--- config.mk ---
export PLATFORM = sky130hd
export DESIGN_NAME = reg_write_arbiter
export DESIGN_NICKNAME = d
export VERILOG_FILES = /design/src/rtl/reg_write_arbiter.sv
export SDC_FILE = /design/constraint.sdc
export NUM_CORES = 1
export LEC_CHECK = 0
export BUFFER_PORTS_ARGS = -buffer_cell sky130_fd_sc_hd__buf_2
export CORE_MARGIN = 8
export CORE_UTILIZATION = 49
export DETAILED_ROUTE_END_ITERATION = 16
export PLACE_DENSITY = 0.95
export SETUP_SLACK_MARGIN = 0.15
export SYNTH_ARGS = -nofsm -noshare
export SYNTH_HDL_FRONTEND = slang
export SYNTH_SLANG_ARGS = --single-unit
--- constraint.sdc ---
create_clock -name clk -period 3.4 [get_ports clk]
set_input_delay 0 -clock clk [delete_from_list [all_inputs] [get_ports clk]]
set_output_delay 0 -clock clk [all_outputs]
set_load 0.01 [all_outputs]
--- src/rtl/reg_write_arbiter.sv ---
// reg_write_arbiter
//   Arbitrates three writeback requesters (jal link, ALU, load) onto the
//   single register-file write port and flags read-after-write hazards for
//   the instruction currently being decoded.
//
// Ports
//   clk, rst_n                     clock, synchronous active-low reset
//   alu_valid/alu_reg/alu_data     ALU writeback request   -> alu_ready
//   mem_valid/mem_reg/mem_data     load writeback request  -> mem_ready
//   lnk_valid/lnk_data             jal link request (r31)  -> lnk_ready
//   rd_rs, rd_rt                   decoding instruction sources -> hazard
//   reg_write, jal                 one-cycle write strobes (registered)
//   write_reg, write_data          register-file write address / data
//   wr_count                       count of issued writes (wraps)
module reg_write_arbiter #(
  parameter int unsigned CNT_W = 16
) (
  input  logic             clk,
  input  logic             rst_n,
  input  logic             alu_valid,
  input  logic [4:0]       alu_reg,
  input  logic [31:0]      alu_data,
  output logic             alu_ready,
  input  logic             mem_valid,
  input  logic [4:0]       mem_reg,
  input  logic [31:0]      mem_data,
  output logic             mem_ready,
  input  logic             lnk_valid,
  input  logic [31:0]      lnk_data,
  output logic             lnk_ready,
  input  logic [4:0]       rd_rs,
  input  logic [4:0]       rd_rt,
  output logic             hazard,
  output logic             reg_write,
  output logic             jal,
  output logic [4:0]       write_reg,
  output logic [31:0]      write_data,
  output logic [CNT_W-1:0] wr_count
);

  typedef enum logic {IDLE, ISSUE} state_t;

  state_t             state_q, state_d;
  logic               rr_ptr_q;
  logic               pend_wr_q;
  logic               pend_jal_q;
  logic [4:0]         write_reg_q;
  logic [31:0]        write_data_q;
  logic [CNT_W-1:0]   wr_count_q;
  logic               xfer;
  logic               rs_hit, rt_hit;

  // Grant: link always wins; alu/mem share by round-robin only when both ask.
  always_comb begin
    lnk_ready = 1'b0;
    alu_ready = 1'b0;
    mem_ready = 1'b0;
    if (rst_n) begin
      if (lnk_valid) begin
        lnk_ready = 1'b1;
      end else if (alu_valid && mem_valid) begin
        if (rr_ptr_q) mem_ready = 1'b1;
        else          alu_ready = 1'b1;
      end else begin
        alu_ready = alu_valid;
        mem_ready = mem_valid;
      end
    end
  end

  assign xfer = lnk_ready | alu_ready | mem_ready;

  // Output stage: strobes are only asserted while in ISSUE; a dropped
  // (target 0) transfer still passes through ISSUE with both pend flags low.
  always_comb begin
    state_d   = IDLE;
    reg_write = 1'b0;
    jal       = 1'b0;
    if (xfer) state_d = ISSUE;
    if (state_q == ISSUE) begin
      reg_write = pend_wr_q;
      jal       = pend_jal_q;
    end
  end

  always_ff @(posedge clk) begin
    if (!rst_n) begin
      state_q      <= IDLE;
      rr_ptr_q     <= 1'b0;
      pend_wr_q    <= 1'b0;
      pend_jal_q   <= 1'b0;
      write_reg_q  <= '0;
      write_data_q <= '0;
      wr_count_q   <= '0;
    end else begin
      state_q    <= state_d;
      pend_jal_q <= lnk_ready;
      pend_wr_q  <= (alu_ready && (alu_reg != 5'd0)) ||
                    (mem_ready && (mem_reg != 5'd0));
      if (alu_ready)      rr_ptr_q <= 1'b1;
      else if (mem_ready) rr_ptr_q <= 1'b0;
      // Address/data only move on a real write so they hold otherwise.
      if (lnk_ready) begin
        write_reg_q  <= 5'd31;
        write_data_q <= lnk_data;
      end else if (alu_ready && (alu_reg != 5'd0)) begin
        write_reg_q  <= alu_reg;
        write_data_q <= alu_data;
      end else if (mem_ready && (mem_reg != 5'd0)) begin
        write_reg_q  <= mem_reg;
        write_data_q <= mem_data;
      end
      if (reg_write || jal) wr_count_q <= wr_count_q + CNT_W'(1);
    end
  end

  assign write_reg  = write_reg_q;
  assign write_data = write_data_q;
  assign wr_count   = wr_count_q;

  // Hazard against every register that is requested or being written now.
  always_comb begin
    rs_hit = (rd_rs != 5'd0) &&
             ((alu_valid && (rd_rs == alu_reg)) ||
              (mem_valid && (rd_rs == mem_reg)) ||
              (lnk_valid && (rd_rs == 5'd31))   ||
              ((reg_write || jal) && (rd_rs == write_reg_q)));
    rt_hit = (rd_rt != 5'd0) &&
             ((alu_valid && (rd_rt == alu_reg)) ||
              (mem_valid && (rd_rt == mem_reg)) ||
              (lnk_valid && (rd_rt == 5'd31))   ||
              ((reg_write || jal) && (rd_rt == write_reg_q)));
    hazard = rs_hit || rt_hit;
  end

endmodule

[Word-level counts from Yosys, hierarchy flattened]
Cells that the tools add are included.
W data, S select, Z words.
Storage, ports and cells
  flip-flop bits (word level): 57
  bits of input ports: 121
  output and inout bits: 59
  word-level logic and storage cells: 67
Operators by class
  $add $sub $neg: 1
  eq/ne operators: 8
  mux-type cells: 21
  bitwise logic cells: 2
  reductions and logical operators: 28
Operators with widths (number)
  $mux W32: 3
  $eq A5 B5 Y1: 6
  $reduce_bool A5 Y1: 4
  $add A16 B1 Y16 const B: 1
  $mux W1: 15
  $mux W5: 3
  $logic_and A1 B1 Y1: 13
  $eq A5 B5 Y1 const B: 2
  $logic_or A1 B1 Y1: 9
  $reduce_bool A3 Y1: 1
  $or A1 B1 Y1: 2
  $reduce_bool A2 Y1: 1

[Depth between registers and ports, before layout]
  depth in word-level cells: 8
  depth in mapped cells: 7
  gate-level depth less buffers: 6

[Worst setup path before layout]
Ideal clock, no wire load.
  path kind: reg-to-reg
  start point: register wr_count_q[0], in the netlist wr_count[0]
  end point: register wr_count_q[12], in the netlist wr_count[12]
  library setup time: 115 ps
  arrival time: 1503 ps
  data required time: 3285 ps
  setup slack: 1782 ps
  cell stages (with the launch flop): 7
  buffers on the path: 0
  clock period less this slack: 1618 ps
  cells stage by stage: dfxtp_1 -> ha_1 -> inv_1 -> nor4_1 -> nand3_1 -> xnor2_1 -> and2_1
On the way
  word-level cells in the longest chain between the ends: 1
Ends and longest elaborated chain
  start: declaration: line 49  | logic [CNT_W-1:0] wr_count_q;
  start signal: assignment: line 113  | if (reg_write || jal) wr_count_q <= wr_count_q + CNT_W'(1);
  $add A16 B1 Y16: line 113
No other way between the ends.
A chain may end at the register's enable or synchronous reset.

[Final worst setup path]
  start point: input port alu_reg[1]
  end point: register write_data_q[31], in the netlist write_data[31]
On the way
  word-level cells in the longest chain between the ends: 4
  elaborated cells on any way between the ends: 5
  classes of those cells: 2 x mux; 3 x reduce/logical
Ends and longest elaborated chain
  start: declaration: line 21  | input logic [4:0] alu_reg,
  $reduce_bool A5 Y1 *: line 106  | end else if (alu_ready && (alu_reg != 5'd0)) begin
  $logic_and A1 B1 Y1 *: line 106
  $mux W32: line 106
  $mux W32: line 103  | if (lnk_ready) begin
  end signal: assignment: line 105  | write_data_q <= lnk_data;
  end signal: assignment: line 108  | write_data_q <= alu_data;
  end signal: assignment: line 111  | write_data_q <= mem_data;
  end: declaration: line 48  | logic [31:0] write_data_q;
Every way passes the cells marked *; elsewhere a longest branch is shown, timed or not.

==> metrics.yaml <==
worst_hold_path:
  min_path_cells: 3
  hold_path_end: "write_data[18]$_SDFFE_PN0P_"
  hp-start: "lnk_data[18]"
  hp-class: "in -> reg"
global_route:
  grt_pass1_vias: 4127
  grt_first_pass_wirelength_um: 19400
  grt_antenna_before_repair: 0
  grt_usage_pct: 24.1
  grt_max_degree: 39
  overflow: 0
logic_synthesis:
  ys_seq_area_share_pct: 33.6
  yosysWarnings: 0
  synth-async-reset-ratio_pct: 0
  ys_types: 46
  post-synth-top-count-cell: "dfxtp_1"
  synth_top_area_share_pct: 33.6
  synth_cells: 406
  synth_edf_count: 0
  synth.avg_cell_area_sq_um: 8.37
  synth_area_sq_um: 3400
  ys.flop_type: "dfxtp_1"
  netlist_top_cells_count: "dfxtp_1 (57), nor2_1 (43), inv_1 (35)"
  synth_nets: 528
  synth_area_leaders: "dfxtp_1 (34%), xor2_1 (6.7%), a211oi_1 (6.4%)"
  yosysTopAreaCell: "dfxtp_1"
  ys_seq_elements: 57
cts:
  htree_levels: 3
  clockBufferDepth: 2
  cts_buffers: 9
  clkLatencyLatePin_ns: 0.33
  clk_pin_slew_ns: 0.06
  post_cts_resized: 0
  root_buffer: "clkbuf_8"
  cts_tree: "built"
  cts.sinks: 57
worst_setup_path:
  worstSetupStartpointType: "input port"
  cp_max_fo: 32
  crit_arrival_ns: 2.95
  reg2reg_to: "write_data[31]$_SDFFE_PN0P_"
  crit_path_end_kind: "register"
  r2r_slack_ns: 1.00
  required_ns: 3.58
  reg2reg_depth: 7
  rr_startpoint: "rr_ptr_q$_SDFFE_PN0P_"
  path_class: "in -> reg"
final_layout:
  nets: 720
  largest_register_ffs: 32
  drive_above_1_share_pct: 35.3
  multi_input_comb_area_sq_um: 1950
  nFillCells: 533
  fin_util_pct: 69.6
  area_delta_synth_final_pct: 38.3
  seqCellArea_sq_um: 1140
run_status:
  outcome: "finished clean"
power_and_ir_drop:
  seqPwrFrac_pct: 42.3
  internal-power_mw: 1.26
  total_leakage_power_nw: 2.29
  swShare_pct: 28.6
  powerDensity_nw_per_um2: 376
  pwr-share-comb_pct: 22.6
  irDropWorstVdd_mv: 0.256
  p_switching_mw: 0.506
  clkPwrFrac_pct: 35.1
timing:
  timing.final.crit_share_pct: 81.7
  relSlewSlack_pct: 31.2
  min_period_ns: 2.78
  max_freq_mhz: 360
  fin_skew_ns: 0.0113
  slew_violations: 0
  rsz0062_at_grt: "no"
  tightest_slew_ns: 1.03
  setup_ws_ns: 0.624
  hold_viol_final: 0
  setup_violations: 0
  finalSetupTns_ns: 0
route:
  dr.pass1.iters: 5
  route.vias.total: 3933
  detail-route-antenna-nets: 0
  routedWlPerCell_um: 18.0
  drc: 0
  via_per_inst: 5.75
  routed_wl_um: 12300
  drt_iter0_drc: 273
flow_run:
  cap_violations: 0
floorplan:
  core_area_sq_um: 6760
  die_y_um: 99.3
  die_area_sq_um: 9860
  floorplan.initialDensity_pct: 50.3
  num_io_pins: 180
  std_cell_rows: 30
  die_w_um: 99.3
placed_design:
  placement.io_buffers: 179
  place_ws_ns: 0.851
  dp_hpwl_um: 8990
  routabilityCongestion: 1.04
worst max path at each step:
stage	cells past startpoint	to	slack, ns	from
6_report	9	write_data[31]$_SDFFE_PN0P_	0.62	alu_reg[1]
3_5_place_dp	8	write_data[31]$_SDFFE_PN0P_	0.85	alu_reg[0]
4_1_cts	9	write_data[31]$_SDFFE_PN0P_	0.64	alu_reg[1]
3_3_place_gp	8	write_data[30]$_SDFFE_PN0P_	0.91	alu_reg[0]
5_1_grt	9	write_data[0]$_SDFFE_PN0P_	0.47	alu_reg[1]
2_1_floorplan	6	wr_count[12]$_SDFFE_PN0P_	1.78	wr_count[0]$_SDFFE_PN0P_
through the flow:
step	hold WS, ns	power [mW]	instance area [sq um]	cells
3_5_place_dp	0.232	1.12	4250	641
5_1_grt	0.0225	1.84	4700	683
6_report	0.0146	1.77	4700	684
4_1_cts	0.0000591	1.77	4700	683
2_1_floorplan	0.109	0.958	3400	406
3_3_place_gp	0.235	1.11	4250	641
per-layer routing:
metal	up-vias	track usage [%]	share of wire, %
met1	1794	24.9	38
li1	1838	-	-
met2	234	41.4	48
met4	0	12.6	4.7
met5	-	0	0
met3	67	9.08	9.2
critical path, stage by stage:
cell and delay, ns:
dlygate4sd3_1 0.53, buf_2 0.16, nor3_1 0.23, nand2_2 0.38, a22oi_4 0.38, inv_2 0.15, o21ai_2 0.69, buf_4 0.31
o32ai_2 0.10
cells in the final DEF, fill, tap and decap left out, types with 3 or more instances in the layout:
cell	netlist	layout
buf_2	2	179
dfxtp_1	57	57
nor2_1	43	43
inv_1	35	35
and3_1	33	33
a211oi_1	29	29
xor2_1	26	26
dlygate4sd3_1	0	26
nand2_1	25	25
o32ai_1	22	22
xnor2_1	18	18
and2_1	15	15
nand3_1	10	10
clkbuf_8	0	10
nor4_1	8	8
o32ai_2	8	8
a31oi_1	6	6
nand4_1	5	5
o31ai_1	5	5
buf_4	2	4
o21ai_0	3	3
nor3_1	3	3
clkbuf_1	16	3
area by class of cell:
| cell class | count | share of cell area [%] |
|---|---|---|
| Sequential cell | 57 | 24.3 |
| Inverter | 36 | 2.87 |
| Multi-Input combinational cell | 285 | 41.4 |
| Timing Repair Buffer | 209 | 25.2 |
| Clock buffer | 13 | 3.17 |
| Clock inverter | 3 | 0.852 |
| Tap cell | 80 | 2.13 |
| Antenna cell | 1 | 0.0532 |
power groups by stage:
stage               clock, mW  combinational [mW]  sequential [mW]
floorplan                   0               0.185            0.773
global placement            0               0.355            0.758
CTS                     0.631               0.391            0.746
detailed placement          0               0.365            0.759
finish                  0.620               0.400            0.747
global route            0.660               0.428            0.751
repair_timing:
| action | 4_1_cts | 5_1_grt |
|---|---|---|
| hold buffers | 26 | 0 |
| buffers inserted | 0 | 0 |
| endpoints found under the hold margin | 21 | 0 |
kinds of logic after synthesis:
| logic type | after synthesis | synth area share [%] |
|---|---|---|
| flops | 57 | 33.6 |
| buf+inv | 64 | 9.13 |
| mux | 1 | 0.295 |
| fa+ha+maj | 1 | 0.368 |
| xor+xnor | 44 | 11.3 |
| compound gates | 86 | 22.0 |
| simple gates | 153 | 23.3 |
No activity file was read; power rests on OpenSTA's default activity.
